<file path="src/rtl/lcd_text_controller.sv">
// Cursor-based text editor for the 32-cell LCD character RAM.
// It turns decoded key events into RAM writes, and clears the screen after reset and on request.
module lcd_text_controller #(
  parameter int          DEPTH     = 32,
  parameter int          LINE_LEN  = 16,
  parameter int          ADDR_W    = 5,
  parameter logic [7:0]  FILL_CHAR = 8'h20
) (
  input  logic              clk,
  input  logic              reset_n,
  input  logic              key_valid,
  input  logic              key_make,
  input  logic [7:0]        key_ascii,
  input  logic              clear_req,
  output logic              ram_we,
  output logic [ADDR_W-1:0] ram_waddr,
  output logic [7:0]        ram_wdata,
  output logic [ADDR_W-1:0] cursor,
  output logic              busy,
  output logic              drop
);

  // The clear counter has one extra bit, so the edge after the last fill write can be recognised
  localparam int                CNT_W       = ADDR_W + 1;
  localparam logic [CNT_W-1:0]  CLR_END     = CNT_W'(DEPTH);
  localparam logic [ADDR_W-1:0] LAST_CELL   = ADDR_W'(DEPTH - 1);
  localparam logic [ADDR_W-1:0] LINE2_START = ADDR_W'(LINE_LEN);

  localparam logic [7:0] ASCII_BS  = 8'h08;
  localparam logic [7:0] ASCII_CR  = 8'h0D;
  localparam logic [7:0] ASCII_ESC = 8'h1B;

  typedef enum logic {
    CLEAR,
    IDLE
  } state_t;

  state_t             state_q, state_d;
  logic [CNT_W-1:0]   clrCnt_q, clrCnt_d;
  logic [ADDR_W-1:0]  cursor_q, cursor_d;
  logic               ramWe_q, ramWe_d;
  logic [ADDR_W-1:0]  ramWaddr_q, ramWaddr_d;
  logic [7:0]         ramWdata_q, ramWdata_d;
  logic               busy_q, busy_d;
  logic               drop_q, drop_d;

  logic accepted;
  logic isPrintable;

  assign accepted    = key_valid & key_make;
  assign isPrintable = (key_ascii >= 8'h20) && (key_ascii <= 8'h7E);

  always_ff @(posedge clk or negedge reset_n) begin
    if (!reset_n) begin
      state_q    <= CLEAR;
      clrCnt_q   <= '0;
      cursor_q   <= '0;
      ramWe_q    <= 1'b0;
      ramWaddr_q <= '0;
      ramWdata_q <= FILL_CHAR;
      busy_q     <= 1'b1;
      drop_q     <= 1'b0;
    end else begin
      state_q    <= state_d;
      clrCnt_q   <= clrCnt_d;
      cursor_q   <= cursor_d;
      ramWe_q    <= ramWe_d;
      ramWaddr_q <= ramWaddr_d;
      ramWdata_q <= ramWdata_d;
      busy_q     <= busy_d;
      drop_q     <= drop_d;
    end
  end

  always_comb begin
    state_d    = state_q;
    clrCnt_d   = clrCnt_q;
    cursor_d   = cursor_q;
    ramWe_d    = 1'b0;
    ramWaddr_d = ramWaddr_q;
    ramWdata_d = ramWdata_q;
    busy_d     = busy_q;
    drop_d     = 1'b0;

    unique case (state_q)
      CLEAR: begin
        // Keys arriving while clearing are lost, and clear requests do not restart the sweep
        drop_d = accepted;
        if (clrCnt_q == CLR_END) begin
          state_d  = IDLE;
          busy_d   = 1'b0;
          cursor_d = '0;
        end else begin
          ramWe_d    = 1'b1;
          ramWaddr_d = clrCnt_q[ADDR_W-1:0];
          ramWdata_d = FILL_CHAR;
          clrCnt_d   = clrCnt_q + 1'b1;
        end
      end

      IDLE: begin
        if (clear_req) begin
          state_d  = CLEAR;
          clrCnt_d = '0;
          busy_d   = 1'b1;
          drop_d   = accepted;
        end else if (accepted) begin
          if (isPrintable) begin
            ramWe_d    = 1'b1;
            ramWaddr_d = cursor_q;
            ramWdata_d = key_ascii;
            cursor_d   = (cursor_q == LAST_CELL) ? '0 : cursor_q + 1'b1;
          end else if (key_ascii == ASCII_BS) begin
            if (cursor_q != '0) begin
              ramWe_d    = 1'b1;
              ramWaddr_d = cursor_q - 1'b1;
              ramWdata_d = FILL_CHAR;
              cursor_d   = cursor_q - 1'b1;
            end
          end else if (key_ascii == ASCII_CR) begin
            cursor_d = (cursor_q < LINE2_START) ? LINE2_START : '0;
          end else if (key_ascii == ASCII_ESC) begin
            state_d  = CLEAR;
            clrCnt_d = '0;
            busy_d   = 1'b1;
          end
        end
      end

      default: begin
        state_d  = CLEAR;
        clrCnt_d = '0;
        busy_d   = 1'b1;
      end
    endcase
  end

  assign ram_we    = ramWe_q;
  assign ram_waddr = ramWaddr_q;
  assign ram_wdata = ramWdata_q;
  assign cursor    = cursor_q;
  assign busy      = busy_q;
  assign drop      = drop_q;

endmodule

</file>
<file path="config.mk">
export PLATFORM = sky130hd
export DESIGN_NAME = lcd_text_controller
export DESIGN_NICKNAME = d
export VERILOG_FILES = /design/src/rtl/lcd_text_controller.sv
export SDC_FILE = /design/constraint.sdc
export NUM_CORES = 1
export LEC_CHECK = 0
export ABC_AREA = 1
export BUFFER_PORTS_ARGS = -buffer_cell sky130_fd_sc_hd__buf_4
export CORE_MARGIN = 2
export CORE_UTILIZATION = 45
export DETAILED_ROUTE_END_ITERATION = 8
export HOLD_SLACK_MARGIN = 0.03
export PLACE_DENSITY_LB_ADDON = 0.2
export SLEW_MARGIN = 5
export SYNTH_ARGS = -nofsm -noshare
export SYNTH_HDL_FRONTEND = slang
export SYNTH_SLANG_ARGS = --single-unit
</file>
<file path="constraint.sdc">
create_clock -name clk -period 1.34 [get_ports clk]
set_input_delay 0.268 -clock clk [delete_from_list [all_inputs] [get_ports clk]]
set_output_delay 0.268 -clock clk [all_outputs]
set_load 0.01 [all_outputs]
</file>
# Word-level counts from Yosys, hierarchy flattened
# Index checks and enable logic that the tools add are counted.
[classes] n_lt_le_gt_ge=3 n_reduce_logical=6 n_eq_ne=18 n_bitwise=2 n_addsub=3 n_mux=56
[op_table] op="$mux 5" count=14
[op_table] op="$mux 8" count=6
[op_table] op="$mux 6" count=7
[op_table] op="$mux 1" count=21
[op_table] op="$pmux 5 s2" count=2
[op_table] op="$eq 8x4->1 const B" count=2
[op_table] op="$pmux 8 s2" count=1
[op_table] op="$pmux 6 s2" count=1
[op_table] op="$reduce_and 6->1" count=2
[op_table] op="$reduce_and 5->1" count=2
[op_table] op="$ne 3x3->1 const B" count=3
[op_table] op="$eq 8x5->1 const B" count=1
[op_table] op="$ge 8x6->1 const B" count=1
[op_table] op="$le 8x7->1 const B" count=1
[op_table] op="$pmux 1 s2" count=4
[op_table] op="$add 6x1->6 const B" count=1
[op_table] op="$eq 6x6->1 const B" count=1
[op_table] op="$ne 2x2->1 const B" count=3
[op_table] op="$ne 3x1->1 const B" count=2
[op_table] op="$ne 3x2->1 const B" count=2
[op_table] op="$add 5x1->5 const B" count=1
[op_table] op="$eq 5x5->1 const B" count=1
[op_table] op="$lt 5x5->1 const B" count=1
[op_table] op="$reduce_bool 5->1" count=1
[op_table] op="other kinds (7)" count=7
[totals] wordCells=96 out_inout_bits=21 inputBits=13 register_bits=28

# Logic depth before layout (Yosys ltp)
# Gate-level depths: netlist of run 1.
[logic_depth] depth_word=8 mapped_depth=11

# Least setup slack after synthesis of run 1
# OpenSTA, ideal clock, no wires.
[synth_timing] path_type="register to register" from="reg cursor_q[0], in the netlist cursor[0]" to="reg ramWdata_q[6], in the netlist ram_wdata[6]" required_time_ns=1.222 setup_time_ns=0.118 synth_period_minus_slack_ns=1.498 slack_ns=-0.158 stages_incl_launch_ff=10 arrival_ns=1.380 n_path_buf=1 cell_sequence="dfrtp_1 inv_1 ha_1 nand3_1 nand2_1 nand2_1 nand2_2 buf_6 nand2_1 o21ai_2"
[synth_between] elab_chain_len=3
[synth_rtl] element="start: declaration" line_no="40" rtl="logic [ADDR_W-1:0] cursor_q, cursor_d;"
[synth_rtl] element="start signal: assignment" line_no="66" rtl="cursor_q <= cursor_d;"
[synth_rtl] element="$reduce_bool 5->1" line_no="114" rtl="if (cursor_q != '0) begin"
[synth_rtl] element="$ne 3x1->1 (no line)"
[synth_rtl] element="$reduce_and 5->1 (no line)"
[synth_rtl] element="end signal: assignment" line_no="69" rtl="ramWdata_q <= ramWdata_d;"
[synth_rtl] element="end: declaration" line_no="43" rtl="logic [7:0] ramWdata_q, ramWdata_d;"
# No other way between the ends.
# A chain may end at the register's enable or synchronous reset.

# Worst setup path in the final report of run 1
[layout_timing] from="reg clrCnt_q[0]" to="reg ramWaddr_q[2], in the netlist ram_waddr[2]"
[layout_between] elab_chain_len=3
[layout_rtl] element="start: declaration" line_no="39" rtl="logic [CNT_W-1:0] clrCnt_q, clrCnt_d;"
[layout_rtl] element="start signal: assignment" line_no="65" rtl="clrCnt_q <= clrCnt_d;"
[layout_rtl] element="$eq 6x6->1" line_no="89" rtl="if (clrCnt_q == CLR_END) begin"
[layout_rtl] element="$ne 2x2->1 (no line)"
[layout_rtl] element="$reduce_and 5->1 (no line)"
[layout_rtl] element="end signal: assignment" line_no="68" rtl="ramWaddr_q <= ramWaddr_d;"
[layout_rtl] element="end: declaration" line_no="42" rtl="logic [ADDR_W-1:0] ramWaddr_q, ramWaddr_d;"
# No other way between the ends.

==> impl_results.md, run 1 <==
- Outcome: complete, but fails checks
- Failing checks: negative setup slack
- Avg Inst Size Synth: 7.25 µm²
- Clock Latency Late Sink: 280 ps
- Slowest cell on crit path: dfrtp_1
- Adder-Cell Fraction of Synth Area: 3.45%
- Vias in the first global route: 1,591
- Filler cells: 295
- Crit path capture type: register
- Cell count after synthesis: 250
- Die Width: 67.5 µm
- Root Buffer: clkbuf_8
- First-pass GRT wire length: 7270 µm
- CP Launch Type: register
- Initial core utilization: 46.0%
- ANT cells: 0
- Mux cell area share after synthesis: 0%
- Remaining DRCs: 0
- Crit-path max FO: 5
- First-pass DRT Iterations: 4
- Largest family of logic cells by synthesized area: simple AND/OR/NAND/NOR gates
- Register bit total from synthesis: 28
- Worst-Margin Slew: 432 ps
- Yosys cell types: 29
- CTS tree: done
- DR vias: 1,873
- WP data required: 1570 ps
- Core area: 0.00394 mm²
- Die area: 0.00455 mm²
- Post-Synth XOR/XNOR Area: 2.42%
- Internal: 3.18 mW
- Antenna violations before repair: 0
- FF+latch area: 707 µm²
- Max Cap Violations: 0
- Initial DRC count: 87
- Final instance count without filler cells: 376
- Combinational share of power: 62.9%
- Post-layout total power: 5.49 mW
- Multi-input gate area: 0.00126 mm²
- Layout Nets: 345
- Port Buffers: 33
- Sw Share: 42.1%
- Fmax: 0.651 GHz
- Critical path arrival: 1770 ps
- Layout cells sized above 1: 49.1%
- Worst min path class: in2reg
- Final setup viols: 26
- Post-DP HPWL: 3330 µm
- Routed Antenna Nets: 0
- Final WS setup: -196 ps
- Slew HR: 71.1%
- Max-slew violations: 0
- Reg2Reg Depth: 11
- Largest net degree at the start of global routing: 29
- Part of the Yosys area used for sequential elements: 38.8%
- Max H-tree Level: 1
- Rows: 23
- Hold Vio Cnt, Final: 0
- Synthesized area: 0.00181 mm²
- CP Class: reg2reg
- P&R area growth vs syn: 57.1%
- Clock tree buffer depth: 2
- Sequential share of power: 24.3%
- Post-Route WL: 5180 µm
- RSZ-0062 raised after global routing: yes
- P per Cell Area: 1930 mW/mm²
- Final worst-path cycle share: 115%
- Setup WS pre-CTS: -140 ps
- Most frequent cells in the layout: nand2_1 (66), buf_4 (66), nand3_1 (23), dfrtp_1 (23), nand2_2 (15)
- Synth Area in Compound Gates: 9.67%
- CP max stage delay: 410 ps
- Skew final: 4.19 ps
- Num ports: 34
- Hold path cells: 3
- Worst Hold Slack: 247 ps
- CTS Buf Count: 3
- GP Congestion: 0.841
- Pleak: 1.46 nW
- Number of vias per cell: 4.98
- Synth warn: 0
- Setup TNS: -3300 ps
- Peak VDD IR: 0.000890 V
- Dpl cells: 360
- Clock Pin Slew Worst Setup and Hold Paths: 110 ps
- Fin crit period: 1540 ps
- Syn nets: 268
- Critical path cell sequence: inv_2 -> ha_4 -> nand2_2 -> inv_2 -> nand3_4 -> nor2_4 -> nor2_4 -> nand2_4 -> clkbuf_16 -> nand2_4 -> nand2_1
- Wire per inst: 13.8 µm
- Synth Area in Simple Gates: 37.8%
- GR Util All Layers: 21.0%
- Clock Power Share: 12.8%
- CTS Sinks: 28
- Die height: 67.5 µm
- Net Switching: 2.31 mW
- Gr ovfl total: 0
## synth_stat cells
master    instances  area share [%]
o211ai_1          1            0.41
inv_1            22             4.6
ha_1              5             3.5
nand2_4           2             1.2
o21ai_1           5             1.4
a21oi_2           1            0.48
dfstp_2           2             2.9
o22ai_1           2            0.69
nand3_1          27             7.5
nand2_2           4             1.4
a21oi_4           1            0.90
nand2_1          88              18
a21oi_1           2            0.55
nor2_2            2            0.69
or2_2             2            0.69
o21ai_2           6             2.9
clkbuf_1          1            0.21
buf_2             3            0.83
a21boi_0          1            0.41
dfrtp_1          26              36
nand3b_1          2            0.83
inv_2             2            0.41
nor3_1            3            0.83
nor2_1           20             4.1
xor2_1            5             2.4
nand4_1           3             1.0
nor2_4            2             1.2
o21ai_0           7             1.9
buf_6             3             1.9
## worst paths after layout
check / start / to / slack, ps
max reg2reg: clrCnt_q[0] / ram_waddr[2] / -200
min: clear_req / drop / 250
max: clrCnt_q[0] / ram_waddr[2] / -200
min in group asynchronous: reset_n / ram_wdata[0] / 430
min reg2reg: ram_wdata[5] / ram_wdata[5] / 480
max in group asynchronous: reset_n / busy / 590
## final cells by class
type	instances	area share, %
multi-input cells	193	44.1
flip-flops and latches	28	24.8
repair buffers	77	23.0
inverters	24	3.34
well taps	50	2.20
clock buffers	3	1.45
clock inverters	1	1.05
## registers in the layout, summed over array words and instances (netlist names)
| signal | count |
|---|---|
| ram_wdata | 8 |
| clrCnt_q | 6 |
| cursor | 5 |
| ram_waddr | 5 |
| busy | 1 |
| drop | 1 |
| ram_we | 1 |
| state_q | 1 |
## through the flow
| step | instance area (µm²) | util (%) |
|---|---|---|
| 4_1_cts | 2480 | 63.0 |
| 2_1_floorplan | 1860 | - |
| 3_5_place_dp | 2380 | 60.4 |
| 3_3_place_gp | 2380 | 60.4 |
| 6_report | 2850 | 72.2 |
| 5_1_grt | 2850 | 72.2 |
## cell families after synthesis
| kind of cell | Yosys count |
|---|---|
| AOI/OAI and AO/OA | 26 |
| DFF | 28 |
| xor gates and xnor gates | 5 |
| buffers and inverters | 31 |
| adders and majority gates | 5 |
| and+or+nand+nor | 155 |
## power by group through the flow
stage / Sequential, mW / Clock, mW / Combinational [mW]
5_1_grt: 1.37 / 0.740 / 3.75
4_1_cts: 1.30 / 0.712 / 2.53
6_report: 1.34 / 0.702 / 3.46
3_5_place_dp: 1.31 / 0 / 2.49
3_3_place_gp: 1.30 / 0 / 2.44
2_1_floorplan: 1.41 / 0 / 1.41
## routing by layer
| metal | GRT usage, % | vias to the layer above | share of wire (%) |
|---|---|---|---|
| met5 | 0 | - | 0 |
| met4 | 4.59 | 0 | 0.81 |
| met1 | 28.7 | 887 | 46 |
| li1 | - | 950 | - |
| met3 | 2.50 | 4 | 3.1 |
| met2 | 35.5 | 32 | 50 |
## worst max-delay path: cells and delay by family, from the launching register on
family                   cells  cell delay, ps
buffers and inverters        3             330
adder cells (fa/ha/maj)      1             130
AND/OR/NAND/NOR              7             620
flip-flops                   1             410
## timing repair
action | in CTS | in global routing
hold buffers | 1 | 0
setup endpoints to repair | 27 | 29
pin swaps | 0 | 19
setup buffers | 0 | 6
gates resized for setup | 7 | 71
gates cloned | 1 | 4
endpoints found under the hold margin | 26 | 0
No activity file was read; power rests on OpenSTA's default activity.
==> run 2: changes to the inputs <==
Settings changed: ABC_AREA 1 to not set.
==> impl_results.md, run 2 <==
- Part of the Yosys area used for sequential elements: 41.7% (+2.9 points)
- Critical path buffers and inverters: 2 (-1)
- CP max stage delay: 450 ps (+40 ps)
- Gr ovfl total: 0 (unchanged)
- Slowest cell on crit path: dfrtp_2
- RR Startpoint: cursor[0]
- Final worst-path cycle share: 135% (+20 points)
- Initial DRC count: 102 (+17%)
- Slew HR: 74.3% (+3.2 points)
- Initial core utilization: 46.4% (+0.47 points)
- Max-slew violations: 0 (unchanged)
- Die area: 0.00425 mm² (-6.5%)
- Synth area leaders: dfrtp_1 (39%), o21ai_0 (3.9%), inv_1 (3.8%), ha_1 (3.7%), mux2i_1 (3.6%)
- P per Cell Area: 1570 mW/mm² (-19%)
- Max Cap Violations: 0 (unchanged)
- Final setup viols: 27 (+3.8%)
- First-pass DRT Iterations: 4 (unchanged)
- Rows: 22 (-4.3%)
- Number of vias per cell: 5.52 (+11%)
- Adder-Cell Fraction of Synth Area: 3.71% (+0.26 points)
- Die height: 65.2 µm (-3.3%)
- Fmax: 0.554 GHz (-15%)
- Synth warn: 0 (unchanged)
- Min-Delay Startpoint: key_ascii[2]
- P&R area growth vs syn: 66.5%
- CTS Sinks: 28 (unchanged)
- Avg Inst Size Synth: 9.81 µm² (+35%)
- Critical path cell sequence: inv_2 -> ha_4 -> nor3b_4 -> a211oi_2 -> o31a_2 -> buf_6 -> a32o_1
- Layout Nets: 296 (-14%)
- Routed Antenna Nets: 0 (unchanged)
- FFs w/ async S/R, synth: 100% (unchanged)
- Port Buffers: 33 (unchanged)
- Final WS setup: -466 ps (-269 ps)
- Hold path cells: 3 (unchanged)
- Clock Pin Slew Worst Setup and Hold Paths: 100 ps (about the same)
- Post-DP HPWL: 3850 µm (+15%)
- Internal reg-to-reg setup slack: -470 ps (-270 ps)
- Layout cells sized above 1: 58.1% (+9.0 points)
- Failing checks: negative setup slack
- Critical path arrival: 1980 ps (+210 ps)
- Synthesized area: 0.00169 mm² (-6.9%)
- Cell count after synthesis: 172 (-31%)
- Max H-tree Level: 1 (unchanged)
- Largest net degree at the start of global routing: 29 (unchanged)
- Synth Area in Compound Gates: 22.2% (+13 points)
- Num ports: 34 (unchanged)
- CP Class: reg2reg
- Register bit total from synthesis: 28 (unchanged)
- CTS Buf Count: 3 (unchanged)
- Fin crit period: 1810 ps (+269 ps)
- Skew final: 1.63 ps (-2.56 ps)
- Die Width: 65.2 µm (-3.3%)
- Crit-path max FO: 6 (+1)
- Reg2Reg Depth: 7 (-4)
- Crit path capture type: register
- Most frequent cell after synthesis: dfrtp_1
- Hold Vio Cnt, Final: 0 (unchanged)
- Outcome: complete, but fails checks
- Syn nets: 190 (-29%)
- CP Launch Type: register
- Mux cell area share after synthesis: 7.79% (+7.8 points)
- Main synth FF type: dfrtp_1
- Post-Route WL: 5160 µm (-0.33%)
- Most common cell after layout, fill and taps aside: buf_4
- Synth top area share: 38.6% (+2.7 points)
- RSZ-0062 raised after global routing: yes
- WP data required: 1510 ps (-60 ps)
- Filler cells: 234 (-21%)
- Clock tree buffer depth: 2 (unchanged)
- GR Util All Layers: 25.6% (+4.6 points)
- CTS tree: done
- Reg-to-Reg End: cursor[3]
- First-pass GRT wire length: 8430 µm (+16%)
- Vias in the first global route: 1,837 (+15%)
- Yosys cell types: 59 (+100%)
- Peak VDD IR: 0.000950 V (+6.7%)
- ANT cells: 0 (unchanged)
- Max FFs per register: 8 (unchanged)
- Post-synth EDFFs: 0 (unchanged)
- Top delay family on crit path: compound AO/OA/AOI/OAI gates
- Final Util: 77.3% (+5.1 points)
- Synth Area in Simple Gates: 17.7% (-20 points)
- Remaining DRCs: 0 (unchanged)
- Setup TNS: -8160 ps (-4860 ps)
- GP Congestion: 0.842 (+0.12%)
- Wire per inst: 15.9 µm (+15%)
- Largest family of logic cells by synthesized area: compound AO/OA/AOI/OAI gates
- Sink of the worst hold path: ram_wdata[2]
- DR vias: 1,794 (-4.2%)
- Post-Synth XOR/XNOR Area: 1.04% (-1.4 points)
- Root Buffer: clkbuf_8
- Clock Latency Late Sink: 270 ps (about the same)
- Worst-Margin Slew: 386 ps (-46.1 ps)
- Pleak: 1.33 nW (-8.6%)
- Worst min path class: in2reg
- Most frequent cells after synthesis: dfrtp_1 (26), inv_1 (17), nor2_1 (13), o21ai_0 (13), nand2_1 (8)
- Antenna violations before repair: 0 (unchanged)
- Most frequent cells in the layout: buf_4 (95), dfrtp_1 (23), inv_1 (13)
- Core area: 0.00363 mm² (-7.8%)
- Cell taking the most area after synthesis: dfrtp_1
run 2: metal layers:
metal	up-vias	global-route usage, %	part of all wire [%]
li1	849	-	-
met1	882	32.0	41
met2	53	45.8	53
met3	10	3.08	4.9
met4	0	8.07	1.4
met5	-	0	0
run 2: stage by stage:
step,setup slack (ps),cells,hold slack (ps),area (µm²),total power [mW]
after floorplan,-493,172,-27.6,1750,2.34
after global placement,-590,309,200,2490,3.29
after detailed placement,-620,309,210,2490,3.39
after CTS,-449,320,283,2710,4.24
after global routing,-531,325,293,2810,4.67
final,-466,325,285,2810,4.42
run 2: cell type report:
type                    instances  area [µm²]  area share [%]
flip-flops and latches         28         707            25.2
multi-input cells             120        1050            37.3
clock inverters                 1        30.0            1.07
clock buffers                   3        41.3            1.47
inverters                      17        63.8            2.27
well taps                      48        60.1            2.14
repair buffers                108         858            30.6
run 2: how the worst max path moves through the flow:
stage,from,end,slack [ps],cells after the start
2_1_floorplan,key_ascii[0],ram_waddr[2],-490,6
3_3_place_gp,key_ascii[0],ram_waddr[0],-590,6
3_5_place_dp,key_ascii[2],cursor[4],-620,7
4_1_cts,cursor[1],cursor[3],-450,7
5_1_grt,cursor[1],cursor[3],-530,7
6_report,cursor[0],cursor[3],-470,7
run 2: logic make-up (layout without fill, tap and decap cells):
group | after synthesis | count (layout)
buffers and inverters | 24 | 129
adder cells (fa/ha/maj) | 5 | 5
multiplexers | 12 | 12
AND/OR/NAND/NOR | 51 | 51
AO/OA/AOI/OAI | 50 | 50
XOR/XNOR | 2 | 2
flip-flops | 28 | 28
run 2: what timing repair did:
item / in CTS / in global routing
hold buffers: 1 / 0
endpoints found under the hold margin: 26 / 0
buffers inserted: 6 / 7
gates resized for setup: 31 / 17
pin swaps: 7 / 8
setup endpoints to repair: 26 / 29
run 2: power breakdown:
part	internal (mW)	total, mW	switching [mW]
Clock	0.400	0.675	0.275
Combinational	1.37	2.44	1.07
Sequential	1.10	1.30	0.201
run 2: tightest hold or removal path, delay by kind of cell:
kind,cells,cell delay (ps)
AOI/OAI and AO/OA,2,170
buffers and inverters,1,90
